==> src/rtl/toggle_pair_receiver.sv <==
// Link monitor for a complementary toggle pair: validates q/z, counts toggles,
// flags stuck lines and reports per-window toggle totals over valid/ready.
module toggle_pair_receiver #(
    parameter int unsigned CNT_W       = 8,
    parameter int unsigned WINDOW      = 64,
    parameter int unsigned STUCK_LIMIT = 16
) (
    input  logic             clk,
    input  logic             reset,
    input  logic             q_in,
    input  logic             z_in,
    input  logic             clear,
    output logic             toggle_pulse,
    output logic [CNT_W-1:0] toggle_count,
    output logic             stuck,
    output logic             pair_error,
    output logic [1:0]       state,
    output logic             rpt_valid,
    input  logic             rpt_ready,
    output logic [CNT_W-1:0] rpt_count,
    output logic             rpt_overrun
);

    localparam int unsigned WinW  = (WINDOW > 1) ? $clog2(WINDOW) : 1;
    localparam int unsigned IdleW = $clog2(STUCK_LIMIT + 1);

    localparam logic [WinW-1:0]  WinLast   = WinW'(WINDOW - 1);
    localparam logic [IdleW-1:0] IdleLimit = IdleW'(STUCK_LIMIT);
    localparam logic [IdleW-1:0] IdleLast  = IdleW'(STUCK_LIMIT - 1);

    typedef enum logic [1:0] {
        StIdle  = 2'd0,
        StTrack = 2'd1,
        StError = 2'd2
    } state_e;

    state_e            st_q;
    logic              q_s, z_s, q_p, v_s;
    logic [WinW-1:0]   win_cnt_q;
    logic [CNT_W-1:0]  win_tot_q;
    logic [IdleW-1:0]  idle_cnt_q;

    logic              vld;
    logic              tog;
    logic              win_end;
    logic              xfer;
    logic [CNT_W-1:0]  win_sum;
    logic [CNT_W-1:0]  cnt_inc;

    function automatic logic [CNT_W-1:0] sat_inc(input logic [CNT_W-1:0] v, input logic en);
        return (en && (v != '1)) ? v + 1'b1 : v;
    endfunction

    always_comb begin
        vld     = q_s ^ z_s;
        // A toggle needs a valid pair both now and one sample earlier.
        tog     = (st_q == StTrack) && vld && v_s && (q_s != q_p);
        win_end = (win_cnt_q == WinLast);
        xfer    = rpt_valid && rpt_ready;
        win_sum = sat_inc(win_tot_q, tog);
        cnt_inc = sat_inc(toggle_count, tog);
    end

    assign state = st_q;

    always_ff @(posedge clk) begin
        if (reset) begin
            st_q         <= StIdle;
            q_s          <= 1'b0;
            z_s          <= 1'b0;
            q_p          <= 1'b0;
            v_s          <= 1'b0;
            win_cnt_q    <= '0;
            win_tot_q    <= '0;
            idle_cnt_q   <= '0;
            toggle_pulse <= 1'b0;
            toggle_count <= '0;
            stuck        <= 1'b0;
            pair_error   <= 1'b0;
            rpt_valid    <= 1'b0;
            rpt_count    <= '0;
            rpt_overrun  <= 1'b0;
        end else begin
            q_s          <= q_in;
            z_s          <= z_in;
            q_p          <= q_s;
            v_s          <= vld;
            toggle_pulse <= 1'b0;
            if (clear) begin
                st_q         <= StIdle;
                toggle_count <= '0;
                win_cnt_q    <= '0;
                win_tot_q    <= '0;
                idle_cnt_q   <= '0;
                stuck        <= 1'b0;
                pair_error   <= 1'b0;
                rpt_valid    <= 1'b0;
                rpt_overrun  <= 1'b0;
            end else begin
                case (st_q)
                    StIdle: begin
                        if (xfer) rpt_valid <= 1'b0;
                        if (vld) begin
                            st_q       <= StTrack;
                            idle_cnt_q <= '0;
                            win_cnt_q  <= '0;
                            win_tot_q  <= '0;
                        end
                    end
                    StTrack: begin
                        if (!vld) begin
                            st_q       <= StError;
                            pair_error <= 1'b1;
                        end else begin
                            toggle_pulse <= tog;
                            if (tog) begin
                                toggle_count <= cnt_inc;
                                idle_cnt_q   <= '0;
                                stuck        <= 1'b0;
                            end else if (idle_cnt_q != IdleLimit) begin
                                idle_cnt_q <= idle_cnt_q + 1'b1;
                                if (idle_cnt_q == IdleLast) stuck <= 1'b1;
                            end
                            if (win_end) begin
                                win_cnt_q <= '0;
                                win_tot_q <= CNT_W'(tog);
                                // A pending, unaccepted report wins; the new total is lost.
                                if (!rpt_valid || rpt_ready) begin
                                    rpt_count <= win_sum;
                                    rpt_valid <= 1'b1;
                                end else begin
                                    rpt_overrun <= 1'b1;
                                end
                            end else begin
                                win_cnt_q <= win_cnt_q + 1'b1;
                                win_tot_q <= win_sum;
                                if (xfer) rpt_valid <= 1'b0;
                            end
                        end
                    end
                    StError: begin
                        st_q <= StError;
                    end
                    default: begin
                        st_q <= StIdle;
                    end
                endcase
            end
        end
    end

endmodule

==> config.mk <==
export PLATFORM = sky130hd
export DESIGN_NAME = toggle_pair_receiver
export DESIGN_NICKNAME = d
export VERILOG_FILES = /design/src/rtl/toggle_pair_receiver.sv
export SDC_FILE = /design/constraint.sdc
export NUM_CORES = 1
export LEC_CHECK = 0
export ABC_AREA = 1
export CORE_MARGIN = 10
export CORE_UTILIZATION = 40
export DETAILED_ROUTE_END_ITERATION = 8
export SYNTH_ARGS = -nofsm -noshare
export SYNTH_HDL_FRONTEND = slang
export SYNTH_SLANG_ARGS = --single-unit
==> constraint.sdc <==
create_clock -name clk -period 2.7 [get_ports clk]
set_clock_uncertainty 0.15 [all_clocks]
set_input_delay 0.54 -clock clk [delete_from_list [all_inputs] [get_ports clk]]
set_output_delay 0.54 -clock clk [all_outputs]
set_load 0.05 [all_outputs]
==> impl_metrics.py, run 1 <==
metrics = {
    "run_status": {
        "status": "complete, no violations",
    },
    "job": {
        "maxCapViolations": 0,
    },
    "global_routing": {
        "grt_pass1_vias": 2070,
        "grt_overflow_total": 0,
        "globalRouteTotalUtil_pct": 11.09,
        "grtUsageMet1_pct": 13.37,
        "grtUsageMet3_pct": 5.168,
        "grt_max_degree": 23,
        "antenna_found_initial": 0,
        "gr-usage-met2_pct": 17.35,
        "grt_pass1_wl_mm": 9.149,
        "grt-busiest-layer": "met2",
    },
    "timing": {
        "tightest_slew_ns": 0.7986,
        "fin_crit_sh_pct": 83.54,
        "rsz0062_at_grt": "no",
        "hold_viol": 0,
        "setup_viol": 0,
        "min_period_ns": 2.256,
        "slew_viol_final": 0,
        "fmax_mhz": 443.3,
        "timing.setup.tns_ns": 0,
        "max-slew-margin-rel_pct": 46.70,
    },
    "cts": {
        "cts_tree": "built",
        "cts_inserted_buffers": 5,
        "cts_resized": 0,
        "cts_root_buffer": "clkbuf_8",
        "htree_levels": 2,
        "cts_buffer_depth": 2,
        "clkSinkCount": 46,
        "clk_pin_slew_ns": 0.08,
        "post_cts_buffers": 0,
        "clk-insertion-delay-late_ns": 0.30,
        "hold_buffers": 0,
    },
    "yosys": {
        "synth-seq-area-share_pct": 37.40,
        "synth-adder-area-share_pct": 4.573,
        "synth_area_mm2": 0.002462,
        "synth_top_family_by_area": "simple AND/OR/NAND/NOR gates",
        "ys_seq_elements": 46,
        "yosys_warnings": 0,
        "synth_mux_area_share_pct": 0,
        "avgSynthCellArea_um2": 7.035,
        "postSynthCellCount": 350,
        "synth-compound-area-share_pct": 12.20,
        "synth-xor-area-share_pct": 1.778,
        "synth_cell_types": 36,
        "syn-num-nets": 365,
        "synthSimpleGateAreaFrac_pct": 34.86,
    },
    "finish": {
        "syn_to_final_growth_pct": 18.19,
        "drive_above_1_share_pct": 9.711,
        "layout_commonest_cell": "nand2_1",
        "layout.nets": 397,
        "fin_cells": 456,
        "final_cell_mix": "94 x nand2_1, 47 x inv_1, 46 x dfxtp_1",
        "antenna_cells": 0,
    },
    "die": {
        "start_util_pct": 41.34,
        "io_pins": 29,
        "die_h_um": 98.46,
        "dieArea_mm2": 0.009694,
        "die_w_um": 98.46,
        "core_mm2": 0.005956,
        "rows": 28,
    },
    "worst_setup_path": {
        "start_kind": "register",
        "crit_arrival_ns": 1.57,
        "crit_path_max_fanout": 6,
        "critical_path_buf_inv_count": 1,
        "crit_family": "buffers and inverters",
        "crit_slowest_cell": "clkdlybuf4s50_1",
        "cpPeakStageDelay_ns": 0.84,
        "path_cells": "clkdlybuf4s50_1",
        "critPathKind": "reg -> out",
        "cp-end-kind": "output port",
        "cp.required_ns": 2.01,
    },
    "placed_design": {
        "place.gp.congestion": 0.8149,
        "place_inst": 450,
        "port_buffers": 28,
        "place_hpwl_mm": 3.918,
    },
    "min_path": {
        "hold_path_class": "reg -> reg",
    },
    "drt": {
        "drt_pre_antenna_iters": 4,
        "drcViolationCount": 0,
        "wl_per_cell_um": 11.69,
        "vias": 2214,
        "wirelength_mm": 5.332,
        "viasPerCell": 4.855,
        "drt-initial-drc-count": 90,
        "ant_nets": 0,
    },
    "power": {
        "power_density_mw_per_mm2": 432.6,
        "p_leak_nw": 1.168,
        "vdd_drop_max_v": 0.0002922,
    },
}
==> synthesized netlist by cell type, drive strengths merged <==
master  count  share of area [%]
dfxtp      46                 37
or2         1               0.25
nand3b      4                1.2
xor2        1               0.36
nand2      99                 16
a211oi      1               0.30
inv        50                7.6
nand4       5                1.3
buf         4                1.1
nor2       40                8.1
ha          9                4.6
and3        1               0.25
o31a        1               0.36
nand3      28                6.6
xnor2       4                1.4
nor3        2               0.41
nor3b       1               0.51
o21bai      2               0.61
a31oi       2               0.51
a21oi      31                7.2
o21ai      15                3.2
clkbuf      3               0.46
==> metrics by stage <==
step	power (mW)	area, um2	hold WS, ns	setup slack (ns)	util (%)
floorplan	0.8112	2462	0.3050	0.6702	-
finish	1.259	2910	0.3043	0.4443	48.87
global placement	0.8513	2828	0.2972	0.4141	47.48
detailed placement	0.8531	2828	0.2930	0.3977	47.48
global route	1.319	2910	0.3380	0.3681	48.87
CTS	1.279	2910	0.3091	0.4322	48.87
==> cell families (layout without fill, tap and decap cells) <==
family                   count (synthesis)  count (layout)
flip-flops                              46              46
adder cells (fa/ha/maj)                  9               9
AND/OR/NAND/NOR                        181             181
buffers and inverters                   57              88
XOR/XNOR                                 5               5
AO/OA/AOI/OAI                           52              52
==> state kept, by name, summed over array words and instances (netlist names), 2 cells and up <==
name          flops
rpt_count         8
toggle_count      8
win_tot_q         8
win_cnt_q         6
idle_cnt_q        5
state             2
==> routing by layer <==
metal	vias up	wire length, um
li1	1179	-
met3	7	414
met2	35	2267
met4	0	67
met5	-	0
met1	993	2583
==> path summary, 6_finish.rpt <==
kind / from / end / slack (ns) / cells past startpoint
min: pair_error$_SDFFE_PP0P_ / pair_error$_SDFFE_PP0P_ / 0.30 / 2
max: toggle_count[0]$_SDFFE_PP0P_ / toggle_count[0] / 0.44 / 1
max reg2reg: state[1]$_SDFFE_PP0P_ / rpt_count[4]$_SDFFE_PP0P_ / 0.72 / 9
min reg2reg: pair_error$_SDFFE_PP0P_ / pair_error$_SDFFE_PP0P_ / 0.30 / 2
==> worst min-delay path, stage by stage (launching register included) <==
cell and delay [ns]:
dfxtp_1 0.32, inv_1 0.05, a21oi_1 0.05
==> final cells by class <==
cell class	instances	area (um2)
Multi-Input combinational cell	247	1315
Sequential cell	46	920.9
Timing Repair Buffer	32	310.3
Inverter	50	187.7
Fill cell	614	3045
Clock buffer	6	82.58
Tap cell	75	93.84
==> power by group <==
group | internal, mW | switching (mW)
Clock | 0.198 | 0.225
Sequential | 0.688 | 0.00751
Combinational | 0.0462 | 0.0945
Note: power is estimated with default switching activity, not from simulation.
==> run 2: changes to the inputs <==
clock period = 1.9 ns   (was 2.7 ns; I/O delays follow)
==> run 2 against run 1 <==
Against the previous run: flip-flop and latch count did not move; global-route usage rose by 0.46 points; count of clock-buffer cells in the layout rose by 1; largest cell class unchanged; sequential share of layout area fell by 1.0 points; sequential power rose by 42%; register-to-register slack got worse by 0.56 ns; clock power rose by 46%.
==> impl_metrics.py, run 2 (same netlist as run 1, synthesis figures left out) <==
metrics = {
    "timing": {
        "slew_viol_final": 0,
        "hold_viol": 0,
        "max-slew-margin-rel_pct": 66.14,
        "fin_crit_sh_pct": 91.44,
        "whs_ns": 0.3110,
        "tightest_slew_ns": 0.5073,
        "min_period_ns": 1.737,
        "rsz0062_at_grt": "no",
        "fmax_mhz": 575.6,
        "setup_viol": 0,
    },
    "worst_setup_path": {
        "start_kind": "register",
        "crit_arrival_ns": 1.78,
        "cp-end-kind": "register",
        "path_cells": "inv_1 -> ha_2 -> nand2_4 -> buf_4 -> nor2_8 -> nand2_4 -> nor2_4 -> nand2_1 -> and3_1",
        "critical_path_buf_inv_count": 2,
        "critPathKind": "reg -> reg",
        "cpMostUsedCell": "nand2_4",
        "crit_slowest_cell": "dfxtp_2",
        "crit_family": "simple AND/OR/NAND/NOR gates",
        "cpPeakStageDelay_ns": 0.33,
        "cp.required_ns": 1.94,
        "crit_path_max_fanout": 8,
    },
    "die": {
        "io_pins": 29,
        "dieArea_mm2": 0.009694,
        "die_h_um": 98.46,
        "start_util_pct": 41.34,
        "die_w_um": 98.46,
        "core_mm2": 0.005956,
        "rows": 28,
    },
    "global_routing": {
        "grt_pass1_vias": 2159,
        "globalRouteTotalUtil_pct": 11.55,
        "grt_pass1_wl_mm": 9.646,
        "grt_max_degree": 15,
        "grt_overflow_total": 0,
        "antenna_found_initial": 0,
    },
    "finish": {
        "antenna_cells": 0,
        "layout_commonest_cell": "nand2_1",
        "final_util_pct": 50.82,
        "reg_top3": "rpt_count: 8 flops, toggle_count: 8 flops, win_tot_q: 8 flops",
        "drive_above_1_share_pct": 21.70,
        "syn_to_final_growth_pct": 22.92,
        "final_cell_mix": "94 x nand2_1, 47 x inv_1, 43 x buf_4",
        "layout.nets": 415,
    },
    "job": {
        "maxCapViolations": 0,
    },
    "min_path": {
        "hold_path_class": "reg -> reg",
    },
    "power": {
        "power_mw": 1.826,
        "power_density_mw_per_mm2": 603.3,
        "vdd_drop_max_v": 0.0003434,
        "p_leak_nw": 1.309,
    },
    "drt": {
        "wl_per_cell_um": 11.49,
        "ant_nets": 0,
        "wirelength_mm": 5.468,
        "drcViolationCount": 0,
        "vias": 2279,
        "viasPerCell": 4.788,
        "drt_pre_antenna_iters": 4,
        "drt-initial-drc-count": 87,
    },
    "cts": {
        "cts_buffer_depth": 2,
        "clkSinkCount": 46,
        "clk-insertion-delay-late_ns": 0.30,
        "hold_buffers": 0,
        "cts_tree": "built",
        "cts_inserted_buffers": 5,
        "cts_root_buffer": "clkbuf_8",
        "clk_pin_slew_ns": 0.08,
        "htree_levels": 2,
    },
    "run_status": {
        "status": "complete, no violations",
    },
    "placed_design": {
        "place.gp.congestion": 0.8520,
        "port_buffers": 28,
        "place_hpwl_mm": 4.057,
    },
}
[run 2: final timing paths]
| check | slack [ns] | end | cells past startpoint | startpoint |
|---|---|---|---|---|
| max | 0.16 | toggle_count[3]$_SDFFE_PP0P_ | 9 | state[1]$_SDFFE_PP0P_ |
| min | 0.31 | pair_error$_SDFFE_PP0P_ | 2 | pair_error$_SDFFE_PP0P_ |
| max reg2reg | 0.16 | toggle_count[3]$_SDFFE_PP0P_ | 9 | state[1]$_SDFFE_PP0P_ |
| min reg2reg | 0.31 | pair_error$_SDFFE_PP0P_ | 2 | pair_error$_SDFFE_PP0P_ |
[run 2: layout make-up]
type / instances / area [um2]
flip-flops and latches: 46 / 927.1
clock inverters: 1 / 5.005
well taps: 75 / 93.84
clock buffers: 7 / 86.33
repair buffers: 49 / 392.9
multi-input cells: 248 / 1334
fillers: 629 / 2929
inverters: 50 / 187.7
[run 2: per-layer routing]
layer	global-route usage [%]	up-vias	wire [um]
li1	-	1215	-
met1	13.79	1019	2548
met2	19.47	40	2517
met3	3.561	5	347
met4	3.308	0	55
met5	0	-	0
[run 2: what timing repair did]
item,4_1_cts,5_1_grt
cloned,0,1
buffers inserted,0,2
resized for setup,1,4
pin swaps,0,1
setup endpoints to repair,2,11
[run 2: worst reg2reg max path: stages, from the launching register on]
cell,delay (ns)
dfxtp_2,0.33
inv_1,0.07
ha_2,0.22
nand2_4,0.07
buf_4,0.17
nor2_8,0.18
nand2_4,0.12
nor2_4,0.11
nand2_1,0.06
and3_1,0.16
[run 2: power by group]
part           internal [mW]  switching (mW)
sequential             0.978          0.0109
combinational         0.0809           0.138
clock                  0.294           0.324
total                   1.35           0.473
[run 2: stage by stage]
stage	std cells	setup TNS [ns]	setup WS, ns	area, um2
floorplan	350	0	0.002924	2466
global placement	465	-0.3025	-0.05235	2899
detailed placement	465	-0.4066	-0.07158	2899
CTS	473	0	0.1077	2993
global route	476	0	0.01160	3027
finish	476	0	0.1627	3027
